[src/rtl/lc3_pkg.sv]
`default_nettype none
// +----------------------------------------------------------------------------+
// | Module : lc3_pkg                                                           |
// | Shared LC-3 operate-path definitions: opcodes, ALU function codes,         |
// | sequencer state encoding and the operate-instruction decoder.              |
// | Revision: 1.0 - initial release                                            |
// +----------------------------------------------------------------------------+
package lc3_pkg;

  localparam logic [3:0] OPC_ADD = 4'b0001;
  localparam logic [3:0] OPC_AND = 4'b0101;
  localparam logic [3:0] OPC_NOT = 4'b1001;

  typedef enum logic [1:0] {
    ALU_PASS = 2'b00,
    ALU_ADD  = 2'b01,
    ALU_AND  = 2'b10,
    ALU_NOT  = 2'b11
  } alu_fn_e;

  typedef enum logic [1:0] {
    ST_IDLE  = 2'd0,
    ST_READ  = 2'd1,
    ST_EXEC  = 2'd2,
    ST_WRITE = 2'd3
  } seq_state_e;

  typedef struct packed {
    logic    legal;
    alu_fn_e fn;
  } op_dec_t;

  // Maps an opcode to its ALU function. NOT is only legal with an all-ones
  // low field when the strict check is enabled.
  function automatic op_dec_t decode_op(input logic [3:0] opc,
                                        input logic [5:0] low6,
                                        input logic       strict_not);
    op_dec_t d;
    d.legal = 1'b1;
    d.fn    = ALU_PASS;
    case (opc)
      OPC_ADD: d.fn = ALU_ADD;
      OPC_AND: d.fn = ALU_AND;
      OPC_NOT: begin
        d.fn    = ALU_NOT;
        d.legal = !strict_not || (low6 == 6'b111111);
      end
      default: d.legal = 1'b0;
    endcase
    return d;
  endfunction

endpackage
`default_nettype wire

[src/rtl/lc3_alu_sequencer_if.sv]
`default_nettype none
// +----------------------------------------------------------------------------+
// | Module : lc3_alu_sequencer_if                                              |
// | Bundles the instruction handshake, register-file and ALU signals of the    |
// | operate sequencer.                                                         |
// |   master : sequencer side (drives strobes, addresses, ALU operands)        |
// |   slave  : environment side (instruction source, register file, ALU)       |
// | Revision: 1.0 - initial release                                            |
// +----------------------------------------------------------------------------+
interface lc3_alu_sequencer_if #(
  parameter int DATA_W = 16
);
  logic              instr_valid;
  logic [15:0]       instr;
  logic              instr_ready;
  logic              rf_rd_en;
  logic [2:0]        rf_sr1;
  logic [2:0]        rf_sr2;
  logic [DATA_W-1:0] rf_ra;
  logic [DATA_W-1:0] rf_rb;
  logic [DATA_W-1:0] alu_ra;
  logic [DATA_W-1:0] alu_rb;
  logic [5:0]        alu_ir;
  logic [1:0]        alu_control;
  logic [DATA_W-1:0] alu_out;
  logic              rf_wr_en;
  logic [2:0]        rf_dr;
  logic [DATA_W-1:0] rf_wr_data;
  logic [2:0]        nzp;
  logic              done;
  logic              illegal;

  modport master (
    input  instr_valid, instr, rf_ra, rf_rb, alu_out,
    output instr_ready, rf_rd_en, rf_sr1, rf_sr2, alu_ra, alu_rb, alu_ir,
           alu_control, rf_wr_en, rf_dr, rf_wr_data, nzp, done, illegal
  );

  modport slave (
    output instr_valid, instr, rf_ra, rf_rb, alu_out,
    input  instr_ready, rf_rd_en, rf_sr1, rf_sr2, alu_ra, alu_rb, alu_ir,
           alu_control, rf_wr_en, rf_dr, rf_wr_data, nzp, done, illegal
  );
endinterface
`default_nettype wire

[src/rtl/lc3_cc_reg.sv]
`default_nettype none
// +----------------------------------------------------------------------------+
// | Module : lc3_cc_reg                                                        |
// | LC-3 condition-code register. On load, sets exactly one of {N,Z,P} from    |
// | the sign/zero status of the data word.                                     |
// |   clk, reset_n : clock, asynchronous active-low reset (resets to Z)        |
// |   load         : capture condition codes from data                         |
// |   data         : value whose sign/zero status is recorded                  |
// |   nzp          : registered {N,Z,P}                                        |
// | Revision: 1.0 - initial release                                            |
// +----------------------------------------------------------------------------+
module lc3_cc_reg #(
  parameter int DATA_W = 16
) (
  input  logic              clk,
  input  logic              reset_n,
  input  logic              load,
  input  logic [DATA_W-1:0] data,
  output logic [2:0]        nzp
);

  logic [2:0] nzp_q;
  logic [2:0] nzp_d;

  always_comb begin
    nzp_d = nzp_q;
    if (load) begin
      if (data[DATA_W-1]) begin
        nzp_d = 3'b100;
      end else if (data == '0) begin
        nzp_d = 3'b010;
      end else begin
        nzp_d = 3'b001;
      end
    end
  end

  always_ff @(posedge clk or negedge reset_n) begin
    if (!reset_n) begin
      nzp_q <= 3'b010;
    end else begin
      nzp_q <= nzp_d;
    end
  end

  assign nzp = nzp_q;

endmodule
`default_nettype wire

[src/rtl/lc3_alu_sequencer.sv]
`default_nettype none
// +----------------------------------------------------------------------------+
// | Module : lc3_alu_sequencer                                                 |
// | Multi-cycle sequencer for LC-3 ADD/AND/NOT: accepts an instruction, reads  |
// | the register file, presents operands and function code to the ALU, then    |
// | writes the result back and updates NZP. IDLE -> READ -> EXEC -> WRITE.     |
// |   clk, reset_n : clock, asynchronous active-low reset                      |
// |   bus          : master side of lc3_alu_sequencer_if (handshake, register  |
// |                  file read/write, ALU operands/result, nzp, done, illegal) |
// | Revision: 1.0 - initial release                                            |
// +----------------------------------------------------------------------------+
module lc3_alu_sequencer #(
  parameter int DATA_W     = 16,
  parameter bit STRICT_NOT = 1'b1
) (
  input  logic                  clk,
  input  logic                  reset_n,
  lc3_alu_sequencer_if.master   bus
);
  import lc3_pkg::*;

  seq_state_e        state_q, state_d;
  logic [11:0]       ir_q, ir_d;      // opcode field is consumed at accept
  alu_fn_e           fn_q, fn_d;
  logic [DATA_W-1:0] op_a_q, op_a_d;
  logic [DATA_W-1:0] op_b_q, op_b_d;
  logic              illegal_q, illegal_d;

  op_dec_t           dec;
  logic              in_write;

  assign dec      = decode_op(bus.instr[15:12], bus.instr[5:0], STRICT_NOT);
  assign in_write = (state_q == ST_WRITE);

  always_comb begin
    state_d   = state_q;
    ir_d      = ir_q;
    fn_d      = fn_q;
    op_a_d    = op_a_q;
    op_b_d    = op_b_q;
    illegal_d = 1'b0;
    case (state_q)
      ST_IDLE: begin
        if (bus.instr_valid) begin
          // Illegal words are consumed but never latched, so the register
          // addresses and ALU immediate keep showing the last legal op.
          if (dec.legal) begin
            ir_d    = bus.instr[11:0];
            fn_d    = dec.fn;
            state_d = ST_READ;
          end else begin
            illegal_d = 1'b1;
          end
        end
      end
      ST_READ:  state_d = ST_EXEC;
      ST_EXEC: begin
        // Register-file data arrives one cycle after the read strobe.
        op_a_d  = bus.rf_ra;
        op_b_d  = bus.rf_rb;
        state_d = ST_WRITE;
      end
      ST_WRITE: state_d = ST_IDLE;
      default:  state_d = ST_IDLE;
    endcase
  end

  always_ff @(posedge clk or negedge reset_n) begin
    if (!reset_n) begin
      state_q   <= ST_IDLE;
      ir_q      <= '0;
      fn_q      <= ALU_PASS;
      op_a_q    <= '0;
      op_b_q    <= '0;
      illegal_q <= 1'b0;
    end else begin
      state_q   <= state_d;
      ir_q      <= ir_d;
      fn_q      <= fn_d;
      op_a_q    <= op_a_d;
      op_b_q    <= op_b_d;
      illegal_q <= illegal_d;
    end
  end

  // Strobes decode from the state register only.
  assign bus.instr_ready = (state_q == ST_IDLE);
  assign bus.rf_rd_en    = (state_q == ST_READ);
  assign bus.rf_wr_en    = in_write;
  assign bus.done        = in_write;
  assign bus.illegal     = illegal_q;

  assign bus.rf_sr1      = ir_q[8:6];
  assign bus.rf_sr2      = ir_q[2:0];
  assign bus.rf_dr       = ir_q[11:9];
  assign bus.alu_ir      = ir_q[5:0];
  assign bus.alu_ra      = op_a_q;
  assign bus.alu_rb      = op_b_q;
  assign bus.alu_control = in_write ? fn_q : ALU_PASS;
  assign bus.rf_wr_data  = in_write ? bus.alu_out : '0;

  lc3_cc_reg #(
    .DATA_W (DATA_W)
  ) u_cc_reg (
    .clk     (clk),
    .reset_n (reset_n),
    .load    (in_write),
    .data    (bus.alu_out),
    .nzp     (bus.nzp)
  );

endmodule
`default_nettype wire

[src/flat_wrapper.sv]
// flat-port wrapper written by rule: the top's interface ports become plain ports
module lc3_alu_sequencer_flat import lc3_pkg::*;
#(
  parameter int DATA_W     = 16,
  parameter bit STRICT_NOT = 1'b1
)
  (clk, reset_n, bus_instr_valid, bus_instr, bus_rf_ra, bus_rf_rb, bus_alu_out, bus_instr_ready, bus_rf_rd_en, bus_rf_sr1, bus_rf_sr2, bus_alu_ra, bus_alu_rb, bus_alu_ir, bus_alu_control, bus_rf_wr_en, bus_rf_dr, bus_rf_wr_data, bus_nzp, bus_done, bus_illegal);
  lc3_alu_sequencer_if #(.DATA_W(DATA_W)) bus_i ();
  input  logic clk;
  input  logic reset_n;
  input wire logic [$bits(bus_i.instr_valid)-1:0] bus_instr_valid;
  input wire logic [$bits(bus_i.instr)-1:0] bus_instr;
  input wire logic [$bits(bus_i.rf_ra)-1:0] bus_rf_ra;
  input wire logic [$bits(bus_i.rf_rb)-1:0] bus_rf_rb;
  input wire logic [$bits(bus_i.alu_out)-1:0] bus_alu_out;
  output wire logic [$bits(bus_i.instr_ready)-1:0] bus_instr_ready;
  output wire logic [$bits(bus_i.rf_rd_en)-1:0] bus_rf_rd_en;
  output wire logic [$bits(bus_i.rf_sr1)-1:0] bus_rf_sr1;
  output wire logic [$bits(bus_i.rf_sr2)-1:0] bus_rf_sr2;
  output wire logic [$bits(bus_i.alu_ra)-1:0] bus_alu_ra;
  output wire logic [$bits(bus_i.alu_rb)-1:0] bus_alu_rb;
  output wire logic [$bits(bus_i.alu_ir)-1:0] bus_alu_ir;
  output wire logic [$bits(bus_i.alu_control)-1:0] bus_alu_control;
  output wire logic [$bits(bus_i.rf_wr_en)-1:0] bus_rf_wr_en;
  output wire logic [$bits(bus_i.rf_dr)-1:0] bus_rf_dr;
  output wire logic [$bits(bus_i.rf_wr_data)-1:0] bus_rf_wr_data;
  output wire logic [$bits(bus_i.nzp)-1:0] bus_nzp;
  output wire logic [$bits(bus_i.done)-1:0] bus_done;
  output wire logic [$bits(bus_i.illegal)-1:0] bus_illegal;
  assign bus_i.instr_valid = bus_instr_valid;
  assign bus_i.instr = bus_instr;
  assign bus_i.rf_ra = bus_rf_ra;
  assign bus_i.rf_rb = bus_rf_rb;
  assign bus_i.alu_out = bus_alu_out;
  assign bus_instr_ready = bus_i.instr_ready;
  assign bus_rf_rd_en = bus_i.rf_rd_en;
  assign bus_rf_sr1 = bus_i.rf_sr1;
  assign bus_rf_sr2 = bus_i.rf_sr2;
  assign bus_alu_ra = bus_i.alu_ra;
  assign bus_alu_rb = bus_i.alu_rb;
  assign bus_alu_ir = bus_i.alu_ir;
  assign bus_alu_control = bus_i.alu_control;
  assign bus_rf_wr_en = bus_i.rf_wr_en;
  assign bus_rf_dr = bus_i.rf_dr;
  assign bus_rf_wr_data = bus_i.rf_wr_data;
  assign bus_nzp = bus_i.nzp;
  assign bus_done = bus_i.done;
  assign bus_illegal = bus_i.illegal;
  lc3_alu_sequencer #(.DATA_W(DATA_W), .STRICT_NOT(STRICT_NOT)) u_core (.clk(clk), .reset_n(reset_n), .bus(bus_i));
endmodule
[config.mk]
export PLATFORM = sky130hd
export DESIGN_NAME = lc3_alu_sequencer_flat
export DESIGN_NICKNAME = d
export VERILOG_FILES = /design/src/rtl/lc3_pkg.sv /design/src/rtl/lc3_alu_sequencer_if.sv /design/src/rtl/lc3_cc_reg.sv /design/src/rtl/lc3_alu_sequencer.sv /design/src/flat_wrapper.sv
export SDC_FILE = /design/constraint.sdc
export NUM_CORES = 1
export LEC_CHECK = 0
export ABC_AREA = 0
export CAP_MARGIN = 15
export CORE_ASPECT_RATIO = 0.6
export CORE_MARGIN = 2
export CORE_UTILIZATION = 37
export DETAILED_ROUTE_END_ITERATION = 8
export PLACE_DENSITY_LB_ADDON = 0.1
export RECOVER_POWER = 50
export SYNTH_ARGS = -nofsm -noshare
export SYNTH_HDL_FRONTEND = slang
export SYNTH_SLANG_ARGS = --single-unit
[constraint.sdc]
create_clock -name clk -period 1.99 [get_ports clk]
set_clock_uncertainty 0.1 [all_clocks]
set_input_delay 0.4975 -clock clk [delete_from_list [all_inputs] [get_ports clk]]
set_output_delay 0.4975 -clock clk [all_outputs]
set_load 0.005 [all_outputs]
==> results of run 1 <==
## sequential cells by signal (all words and copies together) (netlist names)
signal / count
u_core.bus.alu_ra: 16
u_core.ir_q: 12
u_core.u_cc_reg.nzp: 3
u_core.bus.alu_rb: 16
u_core.fn_q: 2
u_core.state_q: 2
u_core.bus.illegal: 1
## synthesized netlist by cell type
library cell | instances | area, µm²
dfrtp_1 | 51 | 1280
mux2_2 | 39 | 439
and2_1 | 18 | 113
mux2_4 | 8 | 120
clkbuf_1 | 6 | 22.5
buf_4 | 4 | 30.0
ha_1 | 4 | 50.1
nand2_1 | 4 | 15.0
nor4_1 | 4 | 25.0
a21oi_1 | 2 | 10.0
inv_1 | 2 | 7.51
nor2_1 | 2 | 7.51
nor2b_1 | 2 | 12.5
o22a_1 | 2 | 17.5
a22o_1 | 1 | 8.76
a41oi_1 | 1 | 8.76
and3_1 | 1 | 6.26
and4_1 | 1 | 8.76
buf_6 | 1 | 11.3
dfstp_2 | 1 | 26.3
mux2i_1 | 1 | 10.0
nand2b_4 | 1 | 13.8
nand3_1 | 1 | 5.00
nand4_1 | 1 | 6.26
nor3_1 | 1 | 5.00
o21ai_0 | 1 | 5.00
o31ai_4 | 1 | 21.3
## metrics by stage
stage          cells  hold WS, ns
2_1_floorplan    161        0.102
3_3_place_gp     388        0.344
3_5_place_dp     388        0.344
4_1_cts          401       0.0119
5_1_grt          402        0.229
6_report         402        0.173
## layout by cell type (no fill, tap or decap), types with 2 or more instances in the layout
cell             instances
clkbuf_2                 9
buf_6                    8
nor4_1                   4
a21oi_1                  2
clkbuf_8                 5
mux2_4                   8
nor2_1                   2
and2_4                   7
mux2_2                  39
o22a_1                   2
nand2_1                  4
buf_4                   18
inv_1                    2
and2_1                  11
dlygate4sd2_1            4
nor2b_1                  2
ha_1                     3
clkdlybuf4s50_1        116
dfrtp_1                 51
buf_2                    3
## kinds of logic after synthesis
| kind of cell | Yosys count | share of synthesized area |
|---|---|---|
| DFF | 52 | 0.571 |
| muxes | 48 | 0.249 |
| and+or+nand+nor | 36 | 0.0954 |
| buffers and inverters | 13 | 0.0313 |
| AOI/OAI and AO/OA | 8 | 0.0313 |
| adders and majority gates | 4 | 0.0219 |
## where the power goes
group	switching [mW]	leakage [nW]	internal, mW
sequential	0.283	0.618	1.58
combinational	0.825	1.09	1.86
clock	0.328	0.0400	0.239
## metal layers
metal,share of wire,up-vias
met5,0,-
met4,0.0058,0
met3,0.088,2
met2,0.45,63
met1,0.46,858
li1,-,874
## repair_timing
action                                  CTS  global route
pin swaps                                 1             2
cloned                                    1             1
setup buffers                             5             2
endpoints found under the setup margin   22            28
resized for setup                        61            25
## critical path, delay by kind of cell (launching register included)
kind	cells	cell delay (ns)
buf+inv	3	0.35
simple gates	1	0.14
flops	1	0.42
fa+ha+maj	1	0.18
## final cells by class
type / count / share of cell area
multi-input combinational: 97 / 0.240
timing repair buffer: 160 / 0.381
sequential: 52 / 0.330
clock buffer: 5 / 0.0174
tap: 84 / 0.0266
inverter: 2 / 0.00190
clock inverter: 2 / 0.00317
## worst paths after layout
path	start	to	slack, ns	cells past startpoint
worst max-delay path	u_core.state_q[0]	bus_rf_wr_data[0]	0.009	5
worst min-delay path	reset_n	u_core.u_cc_reg.nzp[2]	0.17	1
worst max register to register	u_core.state_q[0]	u_core.ir_q[5]	0.09	7
worst min register to register	u_core.bus.alu_rb[0]	u_core.bus.alu_rb[0]	0.41	1
max in group asynchronous	reset_n	u_core.bus.alu_rb[2]	0.32	2
min in group clk	u_core.bus.alu_rb[0]	u_core.bus.alu_rb[0]	0.41	1
==> impl_metrics.json, run 1 <==
{
  "status": "finished, final reports clean",
  "ioPinCount": 140,
  "cts_made_buffers": 5,
  "grt_usage": 0.180,
  "grt_max_degree": 38,
  "timing.fmax_mhz": 505,
  "clockBufferDepth": 2,
  "gr-total-overflow": 0,
  "syn_area_um2": 2280,
  "cpPeakStageDelay_ns": 0.42,
  "syn2layout_area_growth_pct": 73.0,
  "routed_wl_um": 6040,
  "cts.sinks": 52,
  "path_max_fanout": 10,
  "cap_violations": 0,
  "ys_ff_latch": 52,
  "synth_nets": 232,
  "antenna_found_initial": 0,
  "synth_seq_area_share": 0.571,
  "clkLatencyLatePin_ns": 0.29,
  "chipHeight_um": 64.8,
  "endpoint_kind": "output port",
  "wl_per_cell_um": 15.0,
  "drcViolationCount": 0,
  "fillers": 476,
  "crit_path_cell_trace": "ha_4 > buf_6 > buf_12 > and2_1 > clkbuf_2",
  "required_ns": 1.39,
  "htreeDepth": 2,
  "pre_cts_slack_ns": -0.310,
  "timing.critical_path.arrival_ns": 1.38,
  "avgSynthCellArea_um2": 14.2,
  "place_congestion": 0.741,
  "postCtsHoldBufs": 0,
  "antennaDiodeCount": 0,
  "power.density_nw_per_um2": 1290,
  "multiInputGateArea_um2": 947,
  "postSynthCellCount": 161,
  "slew_viol_final": 0,
  "die_area_um2": 6830,
  "yosysWarnings": 0,
  "drive_gt1_frac": 0.330,
  "placementRows": 22,
  "placed_area_um2": 3830,
  "tightest_slew_ns": 0.839,
  "ff_latch_area_um2": 1300,
  "grt.busiest_layer": "met2",
  "rsz0062_at_grt": "yes",
  "drt_pre_antenna_iters": 4,
  "relSlewSlack": 0.440,
  "globalRouteMet2Util": 0.273,
  "fin_util": 0.655,
  "port_buffers": 139,
  "min_path_type": "primary input to async pin",
  "finalSetupTns_ns": 0,
  "cpMaxStageDelayCell": "dfrtp_1",
  "synth_cell_types": 27,
  "finalSetupViolCount": 0,
  "fin_total_pwr_mw": 5.11,
  "drtAntennaViolNets": 0,
  "period_needed_ns": 1.98,
  "fin_nets": 389,
  "viasPerCell": 4.47,
  "core_um2": 6030,
  "first_global_vias": 1788,
  "grt_pass1_wl_um": 9430,
  "startpoint_type": "register",
  "grtUsageMet1": 0.241,
  "ir_drop_mv": 0.761,
  "fin_area_um2": 3950,
  "start_util": 0.379,
  "vias": 1797,
  "drt_iter0_markers": 48,
  "timing.final.ws_setup_ns": 0.00865,
  "die_w_um": 105,
  "min_period_over_period": 0.996,
  "p_leak_nw": 1.74,
  "hold_violations": 0,
  "grt_util_met3": 0.0744,
  "clk_pin_slew_ns": 0.09,
  "tritoncts": "built",
  "crit_type": "register to output port",
  "hpwl_um": 4620,
  "cts_root_buffer": "clkbuf_8"
}
Power figures use the tool's default switching activity.
==> inputs of run 2 (changes only) <==
- CORE_UTILIZATION: 37 -> 38
- CTS_BUF_LIST: not set -> sky130_fd_sc_hd__clkbuf_4 sky130_fd_sc_hd__clkbuf_8
==> impl_metrics.json, run 2 (synthesis gave the netlist of run 1 again) <==
{
  "finalSetupViolCount": 0,
  "cts_made_buffers": 5,
  "path_max_fanout": 3,
  "timing.final.ws_setup_ns": 0.0329,
  "fin_area_um2": 3950,
  "start_util": 0.402,
  "antenna_found_initial": 0,
  "placed_area_um2": 3870,
  "crit_start": "u_core.state_q[0]",
  "hpwl_um": 4490,
  "period_needed_ns": 1.96,
  "wl_per_cell_um": 15.0,
  "layout_commonest_cell": "clkdlybuf4s50_1",
  "drt_iter0_markers": 32,
  "cts.sinks": 52,
  "drcViolationCount": 0,
  "required_ns": 1.39,
  "ioPinCount": 140,
  "cpPeakStageDelay_ns": 0.40,
  "tritoncts": "built",
  "place_congestion": 0.733,
  "cpMaxStageDelayCell": "dfrtp_1",
  "reg2reg_from": "u_core.state_q[0]",
  "die_w_um": 104,
  "htreeDepth": 2,
  "grt_max_degree": 53,
  "chipHeight_um": 64.0,
  "instances_no_fill": 402,
  "ir_drop_mv": 0.637,
  "cp-endpoint": "bus_instr_ready",
  "gr-total-overflow": 0,
  "power.density_nw_per_um2": 1320,
  "crit_path_cell_trace": "buf_4 > inv_1 > ha_1 > dlygate4sd2_1",
  "cap_violations": 0,
  "final_cell_mix": "clkdlybuf4s50_1 (116), dfrtp_1 (51), mux2_2 (38)",
  "startpoint_type": "register",
  "dp_cells": 388,
  "timing.fmax_mhz": 511,
  "drt_pre_antenna_iters": 4,
  "core_um2": 5680,
  "relSlewSlack": 0.137,
  "placementRows": 21,
  "fin_total_pwr_mw": 5.22,
  "fin_nets": 392,
  "min_path_type": "register to register",
  "endpoint_kind": "output port",
  "slew_viol_final": 0,
  "drtAntennaViolNets": 0,
  "finalSetupTns_ns": 0,
  "cts_root_buffer": "clkbuf_8",
  "pre_cts_slack_ns": -0.264,
  "routed_wl_um": 6010,
  "tightest_slew_ns": 1.29,
  "rrSetupSlack_ns": 0.11,
  "crit_type": "register to output port",
  "rsz0062_at_grt": "yes",
  "grt_usage": 0.184,
  "viasPerCell": 4.54,
  "first_global_vias": 1848,
  "reg2regPathDepth": 7,
  "p_leak_nw": 1.76,
  "crit-reg2reg-capture": "u_core.ir_q[1]",
  "syn2layout_area_growth_pct": 73.0,
  "port_buffers": 139,
  "min_period_over_period": 0.983,
  "status": "finished, final reports clean",
  "timing.critical_path.arrival_ns": 1.36,
  "antennaDiodeCount": 0,
  "clockBufferDepth": 2,
  "die_area_um2": 6660,
  "hold_violations": 0,
  "postCtsHoldBufs": 0,
  "drive_gt1_frac": 0.317,
  "grt_pass1_wl_um": 9640,
  "clkLatencyLatePin_ns": 0.29,
  "vias": 1826,
  "clk_pin_slew_ns": 0.09
}
-- run 2: cell count changes in the layout (fill, tap and decap cells not counted), sizes merged --
cell	change
clkdlybuf4s15	+2
buf	-6
nand2b	-1
clkbuf	+8
bufinv	+1
-- run 2: worst min path at each step --
stage | to | slack, ns | cells after the start | start
2_1_floorplan | u_core.bus.alu_ra[0] | 0.10 | 0 | reset_n
3_3_place_gp | u_core.bus.alu_rb[11] | 0.39 | 1 | u_core.bus.alu_rb[11]
3_5_place_dp | u_core.ir_q[5] | 0.39 | 1 | u_core.ir_q[5]
4_1_cts | u_core.bus.alu_rb[14] | 0.09 | 2 | reset_n
5_1_grt | u_core.ir_q[5] | 0.43 | 1 | u_core.ir_q[5]
6_report | u_core.bus.alu_rb[8] | 0.41 | 1 | u_core.bus.alu_rb[8]
-- run 2: critical path: cells and delay by family, from the launching register on --
family     cells  cell delay (ns)
fa+ha+maj      1             0.21
flops          1             0.40
buf+inv        3             0.46
-- run 2: metal layers --
layer / GRT usage / vias up / part of all wire
met5: 0 / - / 0
met1: 0.247 / 884 / 0.47
met3: 0.0714 / 2 / 0.081
met4: 0.0304 / 0 / 0.0047
met2: 0.289 / 61 / 0.45
li1: - / 879 / -
-- run 2: per-stage QoR --
step	utilization	hold slack, ns
finish	0.696	0.412
global route	0.696	0.432
CTS	0.709	0.0905
detailed placement	0.682	0.392
global placement	0.682	0.388
floorplan	-	0.102
-- run 2: timing repair --
action / in CTS / in global routing
setup buffers: 4 / 2
setup endpoints to repair: 22 / 19
resized for setup: 46 / 20
gates cloned: 0 / 0
pin swaps: 1 / 1
-- run 2: where the power goes --
part	leakage [nW]	switching (mW)	internal (mW)
clock network	0.0541	0.345	0.373
logic	1.09	0.819	1.82
registers	0.618	0.282	1.58
total	1.76	1.45	3.77
-- run 2: final cells by class --
class | instances | area [µm²]
well taps | 80 | 100
flip-flops and latches | 52 | 1300
multi-input cells | 96 | 930
fillers | 440 | 1730
clock inverters | 3 | 42.5
repair buffers | 164 | 1500
inverters | 2 | 7.51
clock buffers | 5 | 68.8
==> inputs of run 3 (changes only) <==
- CORE_ASPECT_RATIO: 0.6 -> not set
==> impl_metrics.json, run 3 (synthesis gave the netlist of run 1 again) <==
{
  "status": "finished, final reports clean",
  "ioPinCount": 140,
  "fin_nets": 391,
  "slew_viol_final": 0,
  "dp_cells": 385,
  "reg2reg_from": "u_core.state_q[0]",
  "vias": 1864,
  "tightest_slew_ns": 0.950,
  "grt_max_degree": 36,
  "rsz0062_at_grt": "yes",
  "grt_pass1_wl_um": 9290,
  "clockBufferDepth": 2,
  "wl_per_cell_um": 15.0,
  "ir_drop_mv": 0.761,
  "crit_type": "primary input to output port",
  "finalSetupViolCount": 0,
  "required_ns": 1.39,
  "holdWs_ns": 0.205,
  "die_area_um2": 6640,
  "drive_gt1_frac": 0.327,
  "clk_pin_slew_ns": 0.09,
  "endpoint_kind": "output port",
  "drt_iter0_markers": 41,
  "p_leak_nw": 1.78,
  "p_sw_frac": 0.264,
  "port_buffers": 139,
  "power.density_nw_per_um2": 1370,
  "clkLatencyLatePin_ns": 0.30,
  "startpoint_type": "primary input",
  "antenna_found_initial": 0,
  "first_global_vias": 2007,
  "start_util": 0.390,
  "timing.fmax_mhz": 514,
  "core_um2": 5850,
  "crit_start": "bus_alu_out[9]",
  "p_sw_mw": 1.44,
  "p_int_mw": 4.01,
  "tritoncts": "built",
  "viasPerCell": 4.71,
  "finalSetupTns_ns": 0,
  "placementRows": 28,
  "min_path_type": "primary input to async pin",
  "instances_no_fill": 396,
  "hpwl_um": 4400,
  "antennaDiodeCount": 0,
  "timing.critical_path.arrival_ns": 1.35,
  "pwr-share-clk": 0.180,
  "relSlewSlack": 0.367,
  "routed_wl_um": 5940,
  "cts.sinks": 52,
  "drcViolationCount": 0,
  "path_max_fanout": 2,
  "fillers": 486,
  "fin_total_pwr_mw": 5.45,
  "gr-total-overflow": 0,
  "comb_power_share": 0.480,
  "period_needed_ns": 1.94,
  "layout_commonest_cell": "clkdlybuf4s50_1",
  "cap_violations": 0,
  "p_seq_frac": 0.340,
  "postCtsHoldBufs": 0,
  "syn2layout_area_growth_pct": 74.0,
  "reg2regPathDepth": 7,
  "htreeDepth": 2,
  "die_w_um": 81.5,
  "chipHeight_um": 81.5,
  "crit-reg2reg-capture": "u_core.ir_q[2]",
  "final_cell_mix": "clkdlybuf4s50_1 (113), dfrtp_1 (51), mux2_2 (39)",
  "drtAntennaViolNets": 0,
  "place_congestion": 0.727,
  "grt_usage": 0.184,
  "drt_pre_antenna_iters": 4,
  "hold_violations": 0,
  "cts_root_buffer": "clkbuf_8",
  "cts_made_buffers": 5,
  "fin_util": 0.679,
  "rrSetupSlack_ns": 0.07,
  "min_period_over_period": 0.977
}
[run 3: cell types whose count changed in the layout (fill, tap and decap cells not counted), moves of 2 or more]
cell             before  now
bufinv_16             1    3
buf_2                 1    9
clkbuf_2             16    9
clkdlybuf4s50_1     116  113
clkdlybuf4s15_1       2    0
buf_4                20   18
and2_1               16   14
and2_4                2    4
[run 3: worst max path at each step]
stage                               endpoint  slack [ns]  cells after the start
final                      bus_rf_wr_data[9]        0.05                      3
after global routing          u_core.ir_q[2]      -0.006                      7
after CTS                 bus_alu_control[0]       -0.11                      5
after detailed placement      u_core.ir_q[8]       -0.30                      5
after global placement       u_core.ir_q[10]       -0.24                      5
after floorplan              u_core.ir_q[10]        0.23                      5
[run 3: final cells by class]
type	count	area, µm²	area share
well taps	75	93.8	0.0236
multi-input cells	96	931	0.234
flip-flops and latches	52	1300	0.328
clock buffers	5	68.8	0.0173
inverters	2	7.51	0.00189
clock inverters	3	90.1	0.0227
repair buffers	163	1480	0.372
[run 3: metrics by stage]
stage	setup WS, ns	instance area, µm²
global route	-0.00560	3970
global placement	-0.239	3880
detailed placement	-0.302	3880
floorplan	0.232	2280
CTS	-0.112	4060
finish	0.0460	3970
[run 3: power groups by stage]
stage	Clock, mW	Combinational, mW	Sequential (mW)
6_report	0.979	2.62	1.85
3_5_place_dp	0	2.70	1.86
5_1_grt	1.05	2.83	1.92
3_3_place_gp	0	2.67	1.84
4_1_cts	1.01	2.75	1.86
2_1_floorplan	0	1.04	1.89
[run 3: repair_timing]
action                                  in CTS  in global routing
endpoints found under the setup margin      22                 24
buffers inserted                             3                  0
pin swaps                                    1                  2
cloned                                       1                  0
resized for setup                           71                 13
[run 3: layer usage]
layer | GRT usage | part of all wire | up-vias | wire length, µm
li1 | - | - | 875 | -
met1 | 0.203 | 0.38 | 899 | 2260
met2 | 0.330 | 0.49 | 86 | 2930
met3 | 0.0725 | 0.12 | 4 | 705
met4 | 0.0508 | 0.0082 | 0 | 49
met5 | 0 | 0 | - | 0
[run 3: worst max-delay path, stage by stage]
cell and delay, ns:
dlygate4sd3_1 0.57, and2_4 0.17, buf_6 0.10
